**src/rtl/zoom_pkg.sv**
```systemverilog
// Shared types and constants for the image zoom engine: FSM states, blend mode
// encodings and the largest supported scale exponent.
package zoom_pkg;

    typedef enum logic [2:0] {
        IDLE,
        FETCH,
        WAIT,
        EMIT,
        DONE
    } zoom_state_t;

    localparam logic MODE_REPLICATE = 1'b0;
    localparam logic MODE_LINEAR    = 1'b1;
    localparam int   MAX_SCALE_LOG2 = 2;

    // Index of the last sub-pixel step (S-1) for a given scale exponent.
    function automatic logic [1:0] last_step(input logic [1:0] scale_log2);
        return 2'((3'd1 << scale_log2) - 3'd1);
    endfunction

endpackage

```
**src/rtl/image_zoom_engine_if.sv**
```systemverilog
// Memory-side bus of the zoom engine: one-shot read request with latent
// response, and a ready-gated write channel.
interface image_zoom_engine_if #(
    parameter int PIX_W  = 8,
    parameter int ADDR_W = 32
);
    logic              rd_req;
    logic [ADDR_W-1:0] rd_addr;
    logic              rd_valid;
    logic [PIX_W-1:0]  rd_data;
    logic              wr_req;
    logic [ADDR_W-1:0] wr_addr;
    logic [PIX_W-1:0]  wr_data;
    logic              wr_ready;

    modport master (
        output rd_req, rd_addr, wr_req, wr_addr, wr_data,
        input  rd_valid, rd_data, wr_ready
    );

    modport slave (
        input  rd_req, rd_addr, wr_req, wr_addr, wr_data,
        output rd_valid, rd_data, wr_ready
    );
endinterface

```
**src/rtl/zoom_interp.sv**
```systemverilog
// Combinational blend of two neighbouring source pixels for sub-step k of S:
// replicate returns A, linear returns (A*(S-k)+B*k)>>scale_log2 truncated.
module zoom_interp
    import zoom_pkg::*;
#(
    parameter int PIX_W = 8
) (
    input  logic [PIX_W-1:0] a,
    input  logic [PIX_W-1:0] b,
    input  logic [1:0]       k,
    input  logic [1:0]       scale_log2,
    input  logic             mode,
    output logic [PIX_W-1:0] pix
);
    localparam int IW = PIX_W + 3;

    logic [IW-1:0] scale;
    logic [IW-1:0] sum;

    always_comb begin
        scale = IW'(1) << scale_log2;
        sum   = IW'(a) * (scale - IW'(k)) + IW'(b) * IW'(k);
        pix   = (mode == MODE_LINEAR) ? PIX_W'(sum >> scale_log2) : a;
    end
endmodule

```
**src/rtl/image_zoom_engine.sv**
```systemverilog
// Integer-factor image upscaler: reads each source row S times, emits S output
// pixels per source column (replicated or horizontally blended) in raster order.
module image_zoom_engine
    import zoom_pkg::*;
#(
    parameter int PIX_W  = 8,
    parameter int ADDR_W = 32,
    parameter int DIM_W  = 10
) (
    input  logic              clk,
    input  logic              reset,
    input  logic              start,
    input  logic [ADDR_W-1:0] src_base,
    input  logic [ADDR_W-1:0] dst_base,
    input  logic [DIM_W-1:0]  src_width,
    input  logic [DIM_W-1:0]  src_height,
    input  logic [1:0]        scale_log2,
    input  logic              mode,
    image_zoom_engine_if.master mem,
    output logic              busy,
    output logic              done,
    output logic              error
);
    zoom_state_t state, state_next;

    logic [DIM_W-1:0]  cfg_width;
    logic [DIM_W-1:0]  cfg_height;
    logic [1:0]        cfg_scale;
    logic              cfg_mode;
    logic [ADDR_W-1:0] row_start;
    logic [ADDR_W-1:0] wr_ptr;
    logic [DIM_W-1:0]  row;
    logic [DIM_W-1:0]  col;
    logic [1:0]        pass;
    logic [1:0]        step;
    logic              fetch_a;
    logic [PIX_W-1:0]  pix_a;
    logic [PIX_W-1:0]  pix_b;
    logic [PIX_W-1:0]  blend;

    logic              cfg_ok;
    logic [1:0]        step_last;
    logic              col_last;
    logic              next_col_last;
    logic              pass_last;
    logic              row_last;
    logic              wr_fire;
    logic              col_done;
    logic [ADDR_W-1:0] col_off;

    zoom_interp #(.PIX_W(PIX_W)) u_interp (
        .a          (pix_a),
        .b          (pix_b),
        .k          (step),
        .scale_log2 (cfg_scale),
        .mode       (cfg_mode),
        .pix        (blend)
    );

    always_comb begin
        cfg_ok        = (scale_log2 <= 2'(MAX_SCALE_LOG2)) && (src_width != '0) && (src_height != '0);
        step_last     = last_step(cfg_scale);
        col_last      = (col == cfg_width - DIM_W'(1));
        next_col_last = (col + DIM_W'(1) == cfg_width - DIM_W'(1));
        pass_last     = (pass == step_last);
        row_last      = (row == cfg_height - DIM_W'(1));
        wr_fire       = (state == EMIT) && mem.wr_ready;
        col_done      = wr_fire && (step == step_last);
        col_off       = fetch_a ? '0 : ADDR_W'(col) + ADDR_W'(1);
    end

    always_ff @(posedge clk or negedge reset) begin
        if (!reset) begin
            state <= IDLE;
        end else begin
            state <= state_next;
        end
    end

    always_comb begin
        state_next = state;
        case (state)
            IDLE:  if (start) state_next = cfg_ok ? FETCH : DONE;
            FETCH: state_next = WAIT;
            WAIT: begin
                // After the row's first pixel, a second read is needed only if a right neighbour exists.
                if (mem.rd_valid) state_next = (fetch_a && !col_last) ? FETCH : EMIT;
            end
            EMIT: begin
                if (col_done) begin
                    if (col_last)           state_next = (pass_last && row_last) ? DONE : FETCH;
                    else if (next_col_last) state_next = EMIT;
                    else                    state_next = FETCH;
                end
            end
            DONE:    state_next = IDLE;
            default: state_next = IDLE;
        endcase
    end

    always_comb begin
        mem.rd_req  = (state == FETCH);
        mem.rd_addr = (state == FETCH) ? row_start + col_off : '0;
        mem.wr_req  = (state == EMIT);
        mem.wr_addr = (state == EMIT) ? wr_ptr : '0;
        mem.wr_data = (state == EMIT) ? blend : '0;
        busy        = (state != IDLE);
        done        = (state == DONE);
    end

    always_ff @(posedge clk or negedge reset) begin
        if (!reset) begin
            cfg_width  <= '0;
            cfg_height <= '0;
            cfg_scale  <= '0;
            cfg_mode   <= 1'b0;
            row_start  <= '0;
            wr_ptr     <= '0;
            row        <= '0;
            col        <= '0;
            pass       <= '0;
            step       <= '0;
            fetch_a    <= 1'b0;
            pix_a      <= '0;
            pix_b      <= '0;
            error      <= 1'b0;
        end else begin
            case (state)
                IDLE: begin
                    if (start) begin
                        cfg_width  <= src_width;
                        cfg_height <= src_height;
                        cfg_scale  <= scale_log2;
                        cfg_mode   <= mode;
                        row_start  <= src_base;
                        wr_ptr     <= dst_base;
                        row        <= '0;
                        col        <= '0;
                        pass       <= '0;
                        step       <= '0;
                        fetch_a    <= 1'b1;
                        error      <= !cfg_ok;
                    end
                end
                WAIT: begin
                    // Loading B with A as well covers single-column rows with no second read.
                    if (mem.rd_valid) begin
                        pix_b <= mem.rd_data;
                        if (fetch_a) begin
                            pix_a   <= mem.rd_data;
                            fetch_a <= 1'b0;
                        end
                    end
                end
                EMIT: begin
                    if (wr_fire) begin
                        wr_ptr <= wr_ptr + ADDR_W'(1);
                        if (step == step_last) begin
                            step <= '0;
                            if (col_last) begin
                                col     <= '0;
                                fetch_a <= 1'b1;
                                if (pass_last) begin
                                    pass      <= '0;
                                    row       <= row + DIM_W'(1);
                                    row_start <= row_start + ADDR_W'(cfg_width);
                                end else begin
                                    pass <= pass + 2'd1;
                                end
                            end else begin
                                col   <= col + DIM_W'(1);
                                pix_a <= pix_b;
                            end
                        end else begin
                            step <= step + 2'd1;
                        end
                    end
                end
                default: ;
            endcase
        end
    end
endmodule

```
**src/flat_wrapper.sv**
```systemverilog
// flat-port wrapper written by rule: the top's interface ports become plain ports
module image_zoom_engine_flat import zoom_pkg::*;
#(
    parameter int PIX_W  = 8,
    parameter int ADDR_W = 32,
    parameter int DIM_W  = 10
)
  (clk, reset, start, src_base, dst_base, src_width, src_height, scale_log2, mode, busy, done, error, mem_rd_req, mem_rd_addr, mem_wr_req, mem_wr_addr, mem_wr_data, mem_rd_valid, mem_rd_data, mem_wr_ready);
  image_zoom_engine_if #(.PIX_W(PIX_W), .ADDR_W(ADDR_W)) mem_i ();
  input  logic clk;
  input  logic reset;
  input  logic start;
  input  logic [ADDR_W-1:0] src_base;
  input  logic [ADDR_W-1:0] dst_base;
  input  logic [DIM_W-1:0] src_width;
  input  logic [DIM_W-1:0] src_height;
  input  logic [1:0] scale_log2;
  input  logic mode;
  output logic busy;
  output logic done;
  output logic error;
  output wire logic [$bits(mem_i.rd_req)-1:0] mem_rd_req;
  output wire logic [$bits(mem_i.rd_addr)-1:0] mem_rd_addr;
  output wire logic [$bits(mem_i.wr_req)-1:0] mem_wr_req;
  output wire logic [$bits(mem_i.wr_addr)-1:0] mem_wr_addr;
  output wire logic [$bits(mem_i.wr_data)-1:0] mem_wr_data;
  input wire logic [$bits(mem_i.rd_valid)-1:0] mem_rd_valid;
  input wire logic [$bits(mem_i.rd_data)-1:0] mem_rd_data;
  input wire logic [$bits(mem_i.wr_ready)-1:0] mem_wr_ready;
  assign mem_rd_req = mem_i.rd_req;
  assign mem_rd_addr = mem_i.rd_addr;
  assign mem_wr_req = mem_i.wr_req;
  assign mem_wr_addr = mem_i.wr_addr;
  assign mem_wr_data = mem_i.wr_data;
  assign mem_i.rd_valid = mem_rd_valid;
  assign mem_i.rd_data = mem_rd_data;
  assign mem_i.wr_ready = mem_wr_ready;
  image_zoom_engine #(.PIX_W(PIX_W), .ADDR_W(ADDR_W), .DIM_W(DIM_W)) u_core (.clk(clk), .reset(reset), .start(start), .src_base(src_base), .dst_base(dst_base), .src_width(src_width), .src_height(src_height), .scale_log2(scale_log2), .mode(mode), .mem(mem_i), .busy(busy), .done(done), .error(error));
endmodule
```
**config.mk**
```make
export PLATFORM = sky130hd
export DESIGN_NAME = image_zoom_engine_flat
export DESIGN_NICKNAME = d
export VERILOG_FILES = /design/src/rtl/zoom_pkg.sv /design/src/rtl/image_zoom_engine_if.sv /design/src/rtl/zoom_interp.sv /design/src/rtl/image_zoom_engine.sv /design/src/flat_wrapper.sv
export SDC_FILE = /design/constraint.sdc
export NUM_CORES = 1
export LEC_CHECK = 0
export CORE_AREA = 5 5 137 172
export DETAILED_ROUTE_END_ITERATION = 8
export DIE_AREA = 0 0 142 177
export PLACE_DENSITY = 0.81
export RECOVER_POWER = 25
export SYNTH_ARGS = -nofsm -noshare
export SYNTH_HDL_FRONTEND = slang
export SYNTH_SLANG_ARGS = --single-unit
```
**constraint.sdc**
```tcl
create_clock -name clk -period 9.35 [get_ports clk]
set_input_delay 1.4025 -clock clk [delete_from_list [all_inputs] [get_ports clk]]
set_output_delay 1.4025 -clock clk [all_outputs]
set_load 0.005 [all_outputs]
```
==> impl_results.md <==
* Run status: finished with violations
* Failing checks: capacitance limit, slew limit
* ANT nets after route at 0
* Clock buffer depth at 2
* Reg-to-Reg End: u_core.pix_a[4]$_DFFE_PN0P_
* Post-DR vias/cell at 5.92
* Core area at 21800 µm²
* Yosys warns at 0
* PortBufs at 176
* Initial core utilization at 55.0%
* Max_cap viols at 2
* H-tree depth reported by CTS at 4
* CP max stage delay at 550 ps
* GR Overflow Total at 0
* Area used by multi-input combinational logic at 8060 µm²
* Die Y at 177 µm
* Gr usage total at 27.9%
* Die ar. at 25100 µm²
* FP Rows at 61
* Fin crit share at 93.3%
* Leading cell type in the layout, fill and taps excluded: nand2_1
* Setup_tns at 0 ps
* Hold_sp: u_core.error$_DFFE_PN0P_
* Main flop type after synthesis: dfrtp_1
* First-pass GRT wire length at 56900 µm
* Vias in the first global route at 11600
* Die Wd at 142 µm
* Area share of the largest cell type after synthesis at 27.5%
* Yosys reg bits at 132
* Initial antenna violation count at 0
* I/O pin count at 177
* Hold Crit Depth at 2
* Nets at 1843
* R2r startpoint: u_core.state[0]$_DFFE_PN0P_
* CP startpoint kind: register
* Post-Synthesis Cells at 1513
* Min-delay worst type: reg -> reg
* Ys async rst share at 100%
* Share of cells above drive strength 1 at 5.33%
* CTS tree: built
* Largest net degree at the start of global routing at 104
* EDFF count, synth at 0
* Tmin final at 8730 ps
* Leading area contributor after synthesis: dfrtp_1
* CTS clk-pin slew, worst paths at 60 ps
* Reg2Reg Depth at 8
* Buf/Inv on CP at 4
* Root buffer cell: clkbuf_16
* Clock latency on the worst-skew pair at 430 ps
* Post-DP HPWL at 25800 µm
* First-pass detailed-route iteration total at 6
* Routed WL at 34700 µm
* CP Class: reg -> out
* Worst-Margin Slew at 4380 ps
* Post-Synthesis Cell Area at 12000 µm²
* Worst-path fanout max at 18
* DRC violations left at 0
* Max stage delay cell, worst path: fa_1
* RSZ-0062 raised after global routing: false
* Max_slew headroom at -192%
* Setup Skew at 18.8 ps
* Syn_area_per_cell at 7.93 µm²
* CTS Buf Count at 17
* Slew Limit Fails at 118
* Worst path top cell family by delay: adder cells
* Clock sink total at 132
* CTS Hold Buffers Added at 0
* Register area at 3310 µm²
* Cell mode on critical path: fa_1
* Resize count post-CTS at 0
* R2R setup slack at 5230 ps
* Worst Path Arrival at 7320 ps
* Setup crit end kind: primary output
* CP required at 7950 ps
* WL per Instance at 18.0 µm
* Cells along the critical path: clkinv_1, nand2_1, inv_1, ha_1, a21o_1, nor2_1, ha_1, nand2b_1, fa_1, fa_1, fa_1, fa_1, inv_1, fa_1, ha_1, o21ai_0, a21oi_1, o21ai_0, xor2_1, nor2_1, o32ai_1, a211oi_1, clkdlybuf4s50_1
* Post-synthesis to final-layout area growth at 20.5%
* Syn_nets at 1719
* # Post-CTS Setup Buffers at 0
* Fin. Hold Viols at 0
* Register area share after synthesis at 27.5%
* Distinct cell type count after synthesis at 69
* Final setup vio count at 0
* RePlAce Congestion at 0.933
* Peak Freq at 115 MHz
* Ranking of synthesized cells by area: dfrtp_1 (28%), fa_1 (7.7%), nand2_1 (7.1%)
* ANT cells at 0
* Hold EP: u_core.error$_DFFE_PN0P_
* DRT iter0 DRCs at 715
* Fillers at 1886
* Commonest non-fill, non-tap cells in the layout: nand2_1 (226), clkdlybuf4s50_1 (173), dfrtp_1 (130)
* DR vias at 11500
==> through the flow <==
stage               hold WS (ps)  instance area (µm²)  setup WS, ps  utilization, %  cells
finish                       488                14500           623            66.2   1933
global route                 520                14500           103            66.2   1933
CTS                          493                14500           403            66.2   1933
detailed placement           479                13900           887            63.7   1901
global placement             467                13900          1020            63.7   1901
floorplan                    462                12000          2130               -   1513
==> worst reg2reg max path: cells and delay by family (launching register included) <==
kind | cells | cell delay, ps
buffers and inverters | 3 | 1330
flip-flops | 1 | 580
AO/OA/AOI/OAI | 3 | 1170
AND/OR/NAND/NOR | 1 | 540
multiplexers | 1 | 400
==> area by class of cell <==
type,instances,share of cell area (%)
well taps,283,2.45
repair buffers,188,12.7
clock inverters,15,0.952
flip-flops and latches,132,22.9
multi-input cells,1209,55.7
inverters,89,2.33
clock buffers,17,2.94
==> cell families (layout without fill, tap and decap cells) <==
kind of cell,Yosys count,after routing,share of synthesized area (%)
AND/OR/NAND/NOR,614,614,24.6
AO/OA/AOI/OAI,368,368,19.0
buffers and inverters,172,309,5.45
flip-flops,132,132,27.5
adder cells (fa/ha/maj),106,106,13.9
XOR/XNOR,96,96,7.24
multiplexers,25,25,2.28
==> layer usage <==
| metal | vias up | track usage, % | wire, µm |
|---|---|---|---|
| met5 | - | 0 | 0 |
| met4 | 0 | 12.9 | 1520 |
| met3 | 103 | 3.89 | 1460 |
| met2 | 328 | 49.5 | 18100 |
| met1 | 5538 | 33.3 | 13700 |
| li1 | 5481 | - | - |
==> sequential cells by signal, summed over array words and instances, names as in the netlist <==
| register | count |
|---|---|
| u_core.row_start | 32 |
| u_core.wr_ptr | 32 |
| u_core.cfg_height | 10 |
| u_core.cfg_width | 10 |
| u_core.col | 10 |
| u_core.row | 10 |
| u_core.pix_a | 8 |
| u_core.pix_b | 8 |
| u_core.state | 3 |
| u_core.cfg_scale | 2 |
| u_core.pass | 2 |
| u_core.step | 2 |
| u_core.cfg_mode | 1 |
| u_core.error | 1 |
| u_core.fetch_a | 1 |
==> Yosys cell counts (all sizes together) (9+ instances only) <==
| cell type | n |
|---|---|
| nand2b | 26 |
| ha | 60 |
| clkbuf | 70 |
| nand3 | 39 |
| o31ai | 16 |
| o32ai | 9 |
| inv | 87 |
| and3 | 22 |
| nor3 | 28 |
| and2 | 58 |
| buf | 13 |
| xor2 | 40 |
| or3 | 17 |
| o21ai | 88 |
| xnor2 | 54 |
| nor2 | 118 |
| o22ai | 24 |
| dfrtp | 132 |
| a21oi | 128 |
| a22o | 10 |
| nor2b | 24 |
| a21o | 13 |
| nand4 | 11 |
| a211oi | 9 |
| fa | 46 |
| a31oi | 14 |
| nor4 | 14 |
| nand2 | 226 |
| mux2 | 19 |
==> how the worst max path moves through the flow <==
stage                      to                            start  cells past startpoint
5_1_grt        mem_wr_data[7]  u_core.cfg_scale[1]$_DFFE_PN0P_                     23
6_report       mem_wr_data[7]  u_core.cfg_scale[1]$_DFFE_PN0P_                     23
3_5_place_dp   mem_wr_data[7]  u_core.cfg_scale[0]$_DFFE_PN0P_                     23
3_3_place_gp   mem_wr_data[7]  u_core.cfg_scale[1]$_DFFE_PN0P_                     24
2_1_floorplan  mem_wr_data[6]  u_core.cfg_scale[0]$_DFFE_PN0P_                     23
4_1_cts        mem_wr_data[7]  u_core.cfg_scale[0]$_DFFE_PN0P_                     23
Power is not shown: default switching activity piles up to over one toggle a cycle in this logic, so the estimate is an artifact.
